**src/rtl/parallel_adder_selftest_pkg.sv**
```systemverilog
// Package: adder_selftest_pkg
// Shared definitions for the parallel-adder self-test block.
//   state_t      : controller states (IDLE, DRIVE, WAIT, CHECK, DONE)
//   WIDTH_DEF    : default adder operand width
//   VEC_W        : width of one test vector {A,B,Cin} at the default width
//   NUM_VEC      : number of distinct vectors at the default width
//   ERR_MAX      : saturation value of the mismatch counter
//   lfsr_taps()  : maximal-length Fibonacci tap mask for a given register width
//   LFSR_TAPS    : tap mask for the default vector width
package adder_selftest_pkg;

  typedef enum logic [2:0] {
    IDLE  = 3'd0,
    DRIVE = 3'd1,
    WAIT  = 3'd2,
    CHECK = 3'd3,
    DONE  = 3'd4
  } state_t;

  localparam int WIDTH_DEF = 3;
  localparam int VEC_W     = 2 * WIDTH_DEF + 1;
  localparam int NUM_VEC   = 1 << VEC_W;
  localparam int ERR_MAX   = 255;

  // Tap masks are for a left-shifting register whose new LSB is the XOR of
  // the masked bits; each entry is a known maximal-length polynomial. Only
  // odd widths appear because the vector width is always 2*WIDTH+1.
  function automatic logic [31:0] lfsr_taps(input int w);
    logic [31:0] taps;
    taps = 32'h0000_0060;
    case (w)
      3:       taps = 32'h0000_0006;
      5:       taps = 32'h0000_0014;
      7:       taps = 32'h0000_0060;
      9:       taps = 32'h0000_0110;
      11:      taps = 32'h0000_0500;
      13:      taps = 32'h0000_1C80;
      15:      taps = 32'h0000_6000;
      default: taps = 32'h0000_0060;
    endcase
    return taps;
  endfunction

  localparam logic [31:0] LFSR_TAPS = lfsr_taps(VEC_W);

endpackage

```
**src/rtl/parallel_adder_selftest_lfsr.sv**
```systemverilog
// Module: selftest_lfsr
// Pseudo-random vector source for the adder self-test. Only compiled when
// SELFTEST_LFSR_EN is defined; the exhaustive build needs no LFSR at all.
// Ports:
//   clk   in   clock
//   rst   in   asynchronous active-low reset (register returns to the seed)
//   load  in   reload the seed value 1
//   step  in   advance one state
//   q     out  current state, never all-zero
`ifdef SELFTEST_LFSR_EN
module selftest_lfsr
  import adder_selftest_pkg::*;
#(
  parameter int          W    = VEC_W,
  parameter logic [31:0] TAPS = lfsr_taps(W)
) (
  input  logic         clk,
  input  logic         rst,
  input  logic         load,
  input  logic         step,
  output logic [W-1:0] q
);

  logic feedback;

  // Feedback is the parity of the tapped bits; it enters at the LSB.
  always_comb begin
    feedback = ^(q & TAPS[W-1:0]);
  end

  // Seed 1 on reset and on load so every run starts from the same sequence.
  always_ff @(posedge clk or negedge rst) begin
    if (!rst) begin
      q <= W'(1);
    end else if (load) begin
      q <= W'(1);
    end else if (step) begin
      q <= {q[W-2:0], feedback};
    end
  end

endmodule
`endif

```
**src/rtl/parallel_adder_selftest.sv**
```systemverilog
// Module: parallel_adder_selftest
// On-chip stimulus generator and checker for a WIDTH-bit parallel adder.
// It drives {A,B,Cin}, waits SETTLE_CYCLES, samples {Cout,Sum}, compares
// against A+B+Cin and counts mismatches, remembering the first bad vector.
// Build option: define SELFTEST_LFSR_EN to take vectors from a maximal LFSR
// (seed 1, zero vector skipped); otherwise vectors are the index itself.
// Ports:
//   clk        in   clock
//   rst        in   asynchronous active-low reset
//   start      in   level, starts a run from IDLE or DONE
//   A, B       out  operands to the adder (WIDTH bits)
//   Cin        out  carry-in to the adder
//   Sum, Cout  in   adder result
//   busy       out  high in DRIVE/WAIT/CHECK
//   done       out  high in DONE
//   pass       out  in DONE: no mismatches seen
//   err_count  out  saturating mismatch count
//   fail_vec   out  {A,B,Cin} of the first mismatch, 0 if none
module parallel_adder_selftest
  import adder_selftest_pkg::*;
#(
  parameter int WIDTH         = WIDTH_DEF,
  parameter int SETTLE_CYCLES = 2,
  parameter int MAX_COUNT     = 1000
) (
  input  logic             clk,
  input  logic             rst,
  input  logic             start,
  output logic [WIDTH-1:0] A,
  output logic [WIDTH-1:0] B,
  output logic             Cin,
  input  logic [WIDTH-1:0] Sum,
  input  logic             Cout,
  output logic             busy,
  output logic             done,
  output logic             pass,
  output logic [7:0]       err_count,
  output logic [2*WIDTH:0] fail_vec
);

  localparam int VW = 2 * WIDTH + 1;
  localparam int NV = 1 << VW;
`ifdef SELFTEST_LFSR_EN
  localparam int RUN_CAP = NV - 1;
`else
  localparam int RUN_CAP = NV;
`endif
  localparam int            RUN_LEN  = (MAX_COUNT < RUN_CAP) ? MAX_COUNT : RUN_CAP;
  localparam logic [VW-1:0] LAST_IDX = VW'(RUN_LEN - 1);
  localparam logic [3:0]    SETTLE   = 4'(SETTLE_CYCLES);
  localparam logic [7:0]    ERR_SAT  = 8'(ERR_MAX);

  state_t          state;
  state_t          state_nxt;
  logic [3:0]      settle_cnt;
  logic [VW-1:0]   idx;
  logic [VW-1:0]   vec_src;
  logic            first_fail;
  logic            start_run;
  logic            last_vec;
  logic            mismatch;
  logic [WIDTH:0]  expected;
  logic [WIDTH:0]  observed;

  // A run may only begin from a quiescent state; start while busy is ignored.
  always_comb begin
    start_run = start && ((state == IDLE) || (state == DONE));
    last_vec  = (idx == LAST_IDX);
  end

  // The reference sum is formed one bit wider so the carry is compared too.
  always_comb begin
    expected = {1'b0, A} + {1'b0, B} + {{WIDTH{1'b0}}, Cin};
    observed = {Cout, Sum};
    mismatch = (observed != expected);
  end

`ifdef SELFTEST_LFSR_EN
  // The LFSR reloads its seed at the start of every run and advances only
  // when another vector is about to be driven.
  logic [VW-1:0] lfsr_q;

  selftest_lfsr #(
    .W    (VW),
    .TAPS (lfsr_taps(VW))
  ) u_lfsr (
    .clk  (clk),
    .rst  (rst),
    .load (start_run),
    .step ((state == CHECK) && !last_vec),
    .q    (lfsr_q)
  );

  always_comb begin
    vec_src = lfsr_q;
  end
`else
  // Exhaustive mode: the vector is simply the index in binary order.
  always_comb begin
    vec_src = idx;
  end
`endif

  // State register.
  always_ff @(posedge clk or negedge rst) begin
    if (!rst) begin
      state <= IDLE;
    end else begin
      state <= state_nxt;
    end
  end

  // Next-state logic; the CHECK state decides between another vector and DONE.
  always_comb begin
    state_nxt = state;
    case (state)
      IDLE:    if (start) state_nxt = DRIVE;
      DRIVE:   state_nxt = WAIT;
      WAIT:    if (settle_cnt == 4'd1) state_nxt = CHECK;
      CHECK:   state_nxt = last_vec ? DONE : DRIVE;
      DONE:    if (start) state_nxt = DRIVE;
      default: state_nxt = IDLE;
    endcase
  end

  // Datapath: operand registers, settle counter, vector index and the
  // mismatch bookkeeping. Operands are left alone in DONE so the last vector
  // stays visible until the next run drives a new one.
  always_ff @(posedge clk or negedge rst) begin
    if (!rst) begin
      A          <= '0;
      B          <= '0;
      Cin        <= 1'b0;
      settle_cnt <= '0;
      idx        <= '0;
      err_count  <= '0;
      fail_vec   <= '0;
      first_fail <= 1'b0;
    end else begin
      if (start_run) begin
        idx        <= '0;
        err_count  <= '0;
        fail_vec   <= '0;
        first_fail <= 1'b0;
      end
      case (state)
        DRIVE: begin
          {A, B, Cin} <= vec_src;
          settle_cnt  <= SETTLE;
        end
        WAIT: begin
          settle_cnt <= settle_cnt - 4'd1;
        end
        CHECK: begin
          if (mismatch) begin
            if (err_count != ERR_SAT) begin
              err_count <= err_count + 8'd1;
            end
            if (!first_fail) begin
              fail_vec   <= {A, B, Cin};
              first_fail <= 1'b1;
            end
          end
          if (!last_vec) begin
            idx <= idx + VW'(1);
          end
        end
        default: ;
      endcase
    end
  end

  // Status flags decode straight from the state register.
  always_comb begin
    busy = (state == DRIVE) || (state == WAIT) || (state == CHECK);
    done = (state == DONE);
    pass = (state == DONE) && (err_count == 8'd0);
  end

endmodule
```
**config.mk**
```make
export PLATFORM = sky130hd
export DESIGN_NAME = parallel_adder_selftest
export DESIGN_NICKNAME = d
export VERILOG_FILES = /design/src/rtl/parallel_adder_selftest_pkg.sv /design/src/rtl/parallel_adder_selftest_lfsr.sv /design/src/rtl/parallel_adder_selftest.sv
export SDC_FILE = /design/constraint.sdc
export NUM_CORES = 1
export LEC_CHECK = 0
export CAP_MARGIN = 25
export CORE_AREA = 2 2 66 68
export DETAILED_ROUTE_END_ITERATION = 7
export DIE_AREA = 0 0 68 70
export GPL_TIMING_DRIVEN = 0
export PLACE_DENSITY = 0.74
export SYNTH_ARGS = -nofsm -noshare
export SYNTH_HDL_FRONTEND = slang
export SYNTH_SLANG_ARGS = --single-unit
export TNS_END_PERCENT = 1
```
**constraint.sdc**
```tcl
create_clock -name clk -period 4.8 [get_ports clk]
set_clock_uncertainty 0.05 [all_clocks]
set_input_delay 0.96 -clock clk [delete_from_list [all_inputs] [get_ports clk]]
set_output_delay 0.96 -clock clk [all_outputs]
set_load 0.01 [all_outputs]
```
* Word level (Yosys, flattened, before mapping)
Index checks and enable logic that the tools add are counted.
Storage, ports and cells: register bits 37, input port bits 7, output and inout bits 25
Operators by class: $add $sub $neg 5, eq/ne operators 10, multiplexer cells 20, reductions and logical operators 10
Operators with widths (count):
- 7-bit two-way mux | 7
- 8-bit two-way mux | 4
- 3-bit case mux with 4 select lines | 1
- 3-bit two-way mux | 3
- 8-bit by 1-bit adder with 8-bit output (second input constant) | 1
- 8-bit zero test | 1
- 8-bit != test (second input constant) | 1
- 4-bit case mux with 2 select lines | 1
- 7-bit by 1-bit adder with 7-bit output (second input constant) | 1
- 7-bit equality test (second input constant) | 1
- 3-bit by 2-bit equality test with 1-bit output (second input constant) | 2
- 3-bit by 3-bit adder with 4-bit output | 1
- 4-bit by 1-bit adder with 4-bit output | 1
- 4-bit by 1-bit equality test with 1-bit output (second input constant) | 1
- 1-bit two-way mux | 4
- 4-bit != test | 1
- 4-bit by 1-bit subtractor with 4-bit output (second input constant) | 1
- 3-bit by 1-bit equality test with 1-bit output (second input constant) | 1
- 3-bit equality test (second input constant) | 1
- 3-bit zero test | 1
- 1-bit logical OR | 3
- 1-bit logical AND | 2
- 2-bit by 1-bit != test with 1-bit output (second input constant) | 1
- 2-bit != test (second input constant) | 1
- other kinds (3) | 3

* Depth between registers and ports, before layout
Gate-level depths: netlist of run 1.
word-level depth 7, gate-level depth with buffers 10, gate-level depth less buffers 9

* Least setup slack after synthesis of run 1
Ideal clock, no wire load.
path kind register to register, from register A[0], to register err_count[1], setup time 0.127 ns, arrival time 2.392 ns, path slack 2.230 ns, stages on the path, launching flop included 9, buffers on the path 0, period minus slack after synthesis 2.570 ns, cell sequence dfrtp_1 > inv_1 > fa_1 > fa_1 > xnor2_1 > a2111oi_2 > nor2_1 > nand2_2 > mux2_1
Between the ends: word-level cells in the longest chain between the ends 5
RTL lines:
- start: declaration | line parallel_adder_selftest.sv:29 | output logic [WIDTH-1:0] A,
- start signal: assignment | line parallel_adder_selftest.sv:148 | {A, B, Cin} <= vec_src;
- 3-bit by 3-bit adder with 4-bit output | line parallel_adder_selftest.sv:73 | expected = {1'b0, A} + {1'b0, B} + {{WIDTH{1'b0}}, Cin};
- 4-bit by 1-bit adder with 4-bit output | line parallel_adder_selftest.sv:73
- 4-bit != test | line parallel_adder_selftest.sv:75 | mismatch = (observed != expected);
- 8-bit two-way mux | line parallel_adder_selftest.sv:155 | if (mismatch) begin
- 8-bit two-way mux | line parallel_adder_selftest.sv:146 | case (state)
- end signal: assignment | line parallel_adder_selftest.sv:157 | err_count <= err_count + 8'd1;
- end: declaration | line parallel_adder_selftest.sv:37 | output logic [7:0] err_count,
Every way passes these cells. A chain may end at the register's enable or synchronous reset.

* Worst setup path in the final report of run 1
from register state[1], to output port pass
Between the ends: word-level cells in the longest chain between the ends 2
RTL lines:
- start: declaration | line parallel_adder_selftest.sv:53 | state_t state;
- start signal: assignment | line parallel_adder_selftest.sv:109 | state <= state_nxt;
- 3-bit equality test | line parallel_adder_selftest.sv:177 | pass = (state == DONE) && (err_count == 8'd0);
- 1-bit logical AND | line parallel_adder_selftest.sv:177
- end: declaration | line parallel_adder_selftest.sv:36 | output logic pass,
Every way passes these cells.

==> metrics.md, run 1 <==
| Metric | Value |
|---|---|
| Worst skew pair latency | 290 ps |
| Measured slew at the worst slew-check pin | just over 800 ps |
| RSZ-0062 raised after global routing | false |
| CP max FO | 8 |
| Hold_buf cts | 0 |
| Postcts setup bufs | 0 |
| Largest net degree at the start of global routing | 38 |
| Fmax | 0.340 GHz |
| FF-to-FF path depth | 8 |
| Num CTS Buffers | 5 |
| Vias in the first global route | about 1500 |
| Most frequent cells in the layout | dfrtp_1, clkdlybuf4s50_1, nand2_1 |
| Fill cells | 380 |
| Row count | 24 |
| Flop pwr share | between 30% and 40% |
| DRC violations left | 0 |
| CTS tree | built |
| Hold depth | 2 |
| Final Slew Violations | 0 |
| Static Leak | 1.06 nW |
| Cells along the critical path | buf_2, nor2_1, nand2_1, inv_1, and3_1, clkdlybuf4s50_1 |
| Area Growth Syn to Fin | 24.2% |
| CTS Buffer Depth | 2 |
| Vias per inst | 5.32 |
| CTS resizes | 0 |
| Die area | 4760 sq um |
| Power density over the cells | between 400 and 500 nW/um^2 |
| Worst Slack Setup Final | 1860 ps |
| Comb pwr share | 39.4% |
| Setup_tns | 0 ps |
| Clk slew on worst S/H paths | 70 ps |
| DPL Wire Length | 2.96 mm |
| Total track usage | 19.1% |
| Max_slew headroom | between 40% and 50% |
| Post-synthesis cell area | 1960 sq um |
| IO Pins | 32 |
| Initial antenna violation count | 0 |
| Sw frac | 36.1% |
| Seq cells post-synth | 37 |
| Internal Power | 744 uW |
| Core Footprint | about 4100 sq um |
| Outcome | complete, no violations |
| Final net count | 261 |
| Synth Warn # | 0 |
| DR pass1 iterations | 4 |
| Post-Synthesis Cells | 207 |
| Final Hold Vio Count | 0 |
| DRT iter0 DRCs | 87 |
| EDFF count, synth | 0 |
| CP max stage cell | clkdlybuf4s50_1 |
| # diodes | 0 |
| WL per Instance | between 10 and 15 um |
| Netlist cell types | 39 |
| P_sw | 421 uW |
| Max Cap Violations | 0 |
| WP data required | approximately 3800 ps |
| Ys async rst share | 100% |
| H-tree levels | 2 |
| Syn nets | 223 |
| Die Span Y | 70 um |
| Placer congestion estimate | between 0.8 and 0.9 |
| Most common cell after layout, fill and taps aside | dfrtp_1 |
| Main synth FF type | dfrtp_1 |
| Seq/Total Area, Yosys | 47.3% |
| Critical Path Sink Type | output port |
| Dpl ws | 1750 ps |
| Critical path class | reg -> out |
| Flop-to-flop setup slack | 2050 ps |
| CP peak stage delay | between 500 and 600 ps |
| Critical Path Start Type | flop |
| CTS root buffer | clkbuf_8 |
| Post-route ant nets | 0 |
| Clk pwr share | 22.0% |
| CP Depth | 6 |
| Buf/Inv on CP | 3 |
| Clk sinks | 37 |
| Final Setup Violations | 0 |
| Die W | 68 um |
| IO Port Bufs | 31 |
| Initial Util | 47.2% |
| Worst path arrival time | just under 2000 ps |
| Worst hold path type | reg -> reg |
| Layout cell share with drive strength beyond 1 | 5.71% |
| VDD IR-drop max | 0.000285 V |
| Final Cycle Share | 61.2% |
| GRT overflow | 0 |
| Min cycle time layout | 2940 ps |
| First-pass GRT wire length | around 7 mm |
| Detailed Route WL | 4.04 mm |
| Syn Area/Cell | about 9.4 sq um |
| Via count | 1579 |
| CP delay by family, top | buffers and inverters |
## kinds of logic (layout without fill, tap and decap cells)
logic type      count (synthesis)  count (layout)  share of synthesized area (%)
compound gates                 42              42                           12.7
xor+xnor                        8               8                           3.58
fa+ha+maj                       9               9                           6.53
buf+inv                        22              60                           4.73
flops                          37              37                           47.3
mux                            11              11                           5.69
simple gates                   78              78                           19.5
## cells in the mapped netlist, types with 3 or more instances
| cell type | instances | area, sq um |
|---|---|---|
| dfrtp_1 | 37 | 926 |
| nand2_1 | 28 | 105 |
| and3_1 | 5 | 31.3 |
| a21oi_1 | 10 | 50.1 |
| inv_1 | 14 | 52.6 |
| mux2i_1 | 10 | 100 |
| o21ai_0 | 18 | 90.1 |
| clkbuf_1 | 5 | 18.8 |
| nor2_1 | 15 | 56.3 |
| nor3_1 | 5 | 25.0 |
| xnor2_1 | 6 | 52.6 |
| o211ai_1 | 3 | 22.5 |
| nand3_1 | 9 | 45.0 |
| ha_1 | 7 | 87.6 |
| o22ai_1 | 3 | 18.8 |
| or3_1 | 3 | 18.8 |
## cell type report
type                       count  area, sq um  area share (%)
inverter                      14         52.6            2.16
sequential                    37          926            38.1
tap                           52         65.1            2.68
multi-input combinational    148          937            38.6
clock buffer                   5         68.8            2.83
buffer                         8         40.0            1.65
clock inverter                 2         35.0            1.44
timing repair buffer          31          305            12.6
## sequential cells by signal, summed over array words and instances (netlist names)
register,count
state,3
idx,7
first_fail,1
A,3
fail_vec,7
B,3
Cin,1
settle_cnt,4
err_count,8
## routing by layer
| layer | global-route usage (%) | share of wire (%) |
|---|---|---|
| met5 | 0 | 0 |
| met4 | 5.11 | 1.6 |
| met3 | 4.35 | 2.7 |
| met2 | 29.4 | 49 |
| met1 | 27.0 | 46 |
## final timing paths
check / start / endpoint
max: state[1] / pass
max reg2reg: A[0] / err_count[1]
min in group asynchronous: rst / fail_vec[2]
min: fail_vec[1] / fail_vec[1]
max in group asynchronous: rst / state[1]
min reg2reg: fail_vec[1] / fail_vec[1]
## stage by stage
stage	cell area (sq um)	total power, mW	utilization, %	hold slack [ps]	cells
after floorplan	1960	0.748	-	434	207
after detailed placement	2330	0.921	56.1	473	290
after global routing	2430	1.26	58.6	510	297
final	2430	1.16	58.6	475	297
after CTS	2430	1.18	58.6	480	297
after global placement	2330	0.903	56.3	460	290
## tightest hold or removal path, delay by kind of cell, from the launching register on
family	cells	cell delay (ps)
flops	1	370
simple gates	1	60
mux	1	60
## power by group through the flow
stage	combinational [mW]	sequential (mW)	clock (mW)
floorplan	0.289	0.459	0
CTS	0.467	0.449	0.266
global placement	0.451	0.452	0
detailed placement	0.465	0.456	0
global route	0.522	0.463	0.278
finish	0.459	0.449	0.257
Note: power is estimated with default switching activity, not from simulation.
==> run 2, diff against run 1 <==
Clock period 4.8 ns to 2.8 ns, I/O delays scaled along.
==> run 2 against run 1 <==
Against the previous run: clock power grew 72%; wire length grew 1.1%; setup slack lost 1700 ps; register-to-register slack lost 1900 ps; cell count is the same; flip-flop and latch count is the same; clock-buffer cell count is the same; critical path type is now reg -> reg.
==> metrics.md, run 2 (synthesis results as in run 1) <==
| Metric | Value |
|---|---|
| Outcome | complete, no violations |
| Clk slew on worst S/H paths | 80 ps (about the same) |
| Layout cell share with drive strength beyond 1 | 6.94% (+1.2 points) |
| CTS Buffer Depth | 2 (unchanged) |
| Max FFs per register | 8 (unchanged) |
| DRC violations left | 0 (unchanged) |
| Most common cell after layout, fill and taps aside | dfrtp_1 |
| Power density over the cells | 824 nW/um^2 (+72%) |
| Critical Path Start Type | flop |
| Setup_tns | 0 ps (unchanged) |
| RSZ-0062 raised after global routing | false |
| IO Pins | 32 (unchanged) |
| Row count | 24 (unchanged) |
| Biggest register | err_count |
| DPL Wire Length | 2.96 mm (unchanged) |
| Detailed Route WL | 4.08 mm (+1.1%) |
| Placer congestion estimate | 0.880 (unchanged) |
| Initial antenna violation count | 0 (unchanged) |
| Final Hold Vio Count | 0 (unchanged) |
| Vias in the first global route | 1487 (unchanged) |
| Final net count | 261 (unchanged) |
| GRT overflow | 0 (unchanged) |
| Critical path class | reg -> reg |
| Die area | 4760 sq um (unchanged) |
| Core Footprint | 4140 sq um (unchanged) |
| Initial Util | 47.2% (unchanged) |
| DRT iter0 DRCs | 96 (+10%) |
| Worst hold path type | in -> async |
| IO Port Bufs | 31 (unchanged) |
| Vias per inst | 5.29 (-0.44%) |
| Total track usage | 19.1% (unchanged) |
| Via count | 1572 (-0.44%) |
| Max Cap Violations | 0 (unchanged) |
| Largest net degree at the start of global routing | 38 (unchanged) |
| Clk sinks | 37 (unchanged) |
| Top flop regs | err_count: 8 flops, fail_vec: 7 flops, idx: 7 flops |
| CTS tree | built |
| Area Growth Syn to Fin | 24.6% |
| Measured slew at the worst slew-check pin | 816 ps (-1.35 ps) |
| Worst skew pair latency | 290 ps (about the same) |
| VDD IR-drop max | 0.000489 V (+71%) |
| Static Leak | 1.06 nW (about the same) |
| H-tree levels | 2 (unchanged) |
| Min cycle time layout | 2680 ps |
| Final Slew Violations | 0 (unchanged) |
| FF-to-FF path depth | 8 (unchanged) |
| CP max FO | 5 (-3) |
| WP data required | 2910 ps (-880 ps) |
| Worst path arrival time | 2790 ps (+860 ps) |
| First-pass GRT wire length | 6.99 mm (unchanged) |
| Final Setup Violations | 0 (unchanged) |
| Postcts setup bufs | 0 (unchanged) |
| Fmax | 0.373 GHz |
| Most frequent cells in the layout | dfrtp_1, clkdlybuf4s50_1, nand2_1 |
| Util after Layout | 58.8% (+0.18 points) |
| Die Span Y | 70 um (unchanged) |
| Final Cycle Share | 95.7% |
| Post-route ant nets | 0 (unchanged) |
| Num CTS Buffers | 5 (unchanged) |
| WL per Instance | 13.7 um (+1.1%) |
| DR pass1 iterations | 4 (unchanged) |
| CTS root buffer | clkbuf_8 |
| # diodes | 0 (unchanged) |
| Die W | 68 um (unchanged) |
| Max_slew headroom | 45.6% (+0.090 points) |
| Critical Path Sink Type | flop |
run 2: cell types whose count changed in the layout (fill, tap and decap cells not counted):
cell    before  now
nor2_1      15   14
nor2_2       0    1
fa_2         0    2
fa_1         2    0
run 2: report_power, final:
part / switching, mW / internal (mW)
sequential: 0.111 / 0.659
combinational: 0.433 / 0.363
clock: 0.183 / 0.259
run 2: final timing paths:
check / start / end / slack [ps]
max in group asynchronous: rst / state[0] / 1870
min: rst / fail_vec[2] / 310
max reg2reg: A[0] / err_count[1] / 120
max: A[0] / err_count[1] / 120
min reg2reg: fail_vec[1] / fail_vec[1] / 480
min in group clk: fail_vec[1] / fail_vec[1] / 480
run 2: worst max-delay path, cell delays in order, from the launching register on:
cell and delay [ps]:
dfrtp_1 350, inv_1 80, fa_2 410, fa_2 540, xnor2_1 70, a2111oi_2 450, nor2_2 130, nand2_2 130
mux2_1 340
run 2: stage by stage:
| step | cells | hold slack, ps | area (sq um) | total power, mW | setup slack (ps) |
|---|---|---|---|---|---|
| 2_1_floorplan | 207 | 214 | 1960 | 1.28 | 230 |
| 3_3_place_gp | 290 | 460 | 2330 | 1.55 | 60.1 |
| 3_5_place_dp | 290 | 473 | 2330 | 1.58 | 52.3 |
| 4_1_cts | 297 | 344 | 2430 | 2.03 | 37.2 |
| 5_1_grt | 297 | 387 | 2440 | 2.17 | 1.24 |
| 6_report | 297 | 308 | 2440 | 2.01 | 121 |
run 2: metal layers:
layer  part of all wire (%)  wire length, um  up-vias  GRT usage [%]
met5                      0                0        -              0
met4                    1.6               66        0           5.11
met3                    2.8              114        7           4.35
met2                     49             2010       26           29.4
met1                     46             1890      754           27.0
li1                       -                -      785              -
run 2: layout make-up:
cell class / instances / area (sq um)
Multi-Input combinational cell: 148 / 945
Tap cell: 52 / 65.1
Clock buffer: 5 / 68.8
Fill cell: 379 / 1710
Timing Repair Buffer: 31 / 305
Clock inverter: 2 / 35.0
Buffer: 8 / 40.0
Inverter: 14 / 52.6
Sequential cell: 37 / 926
run 2: timing repair:
action | in CTS | in global routing
resized for setup | 0 | 3
setup endpoints to repair | 0 | 8
hold buffers | 0 | 0
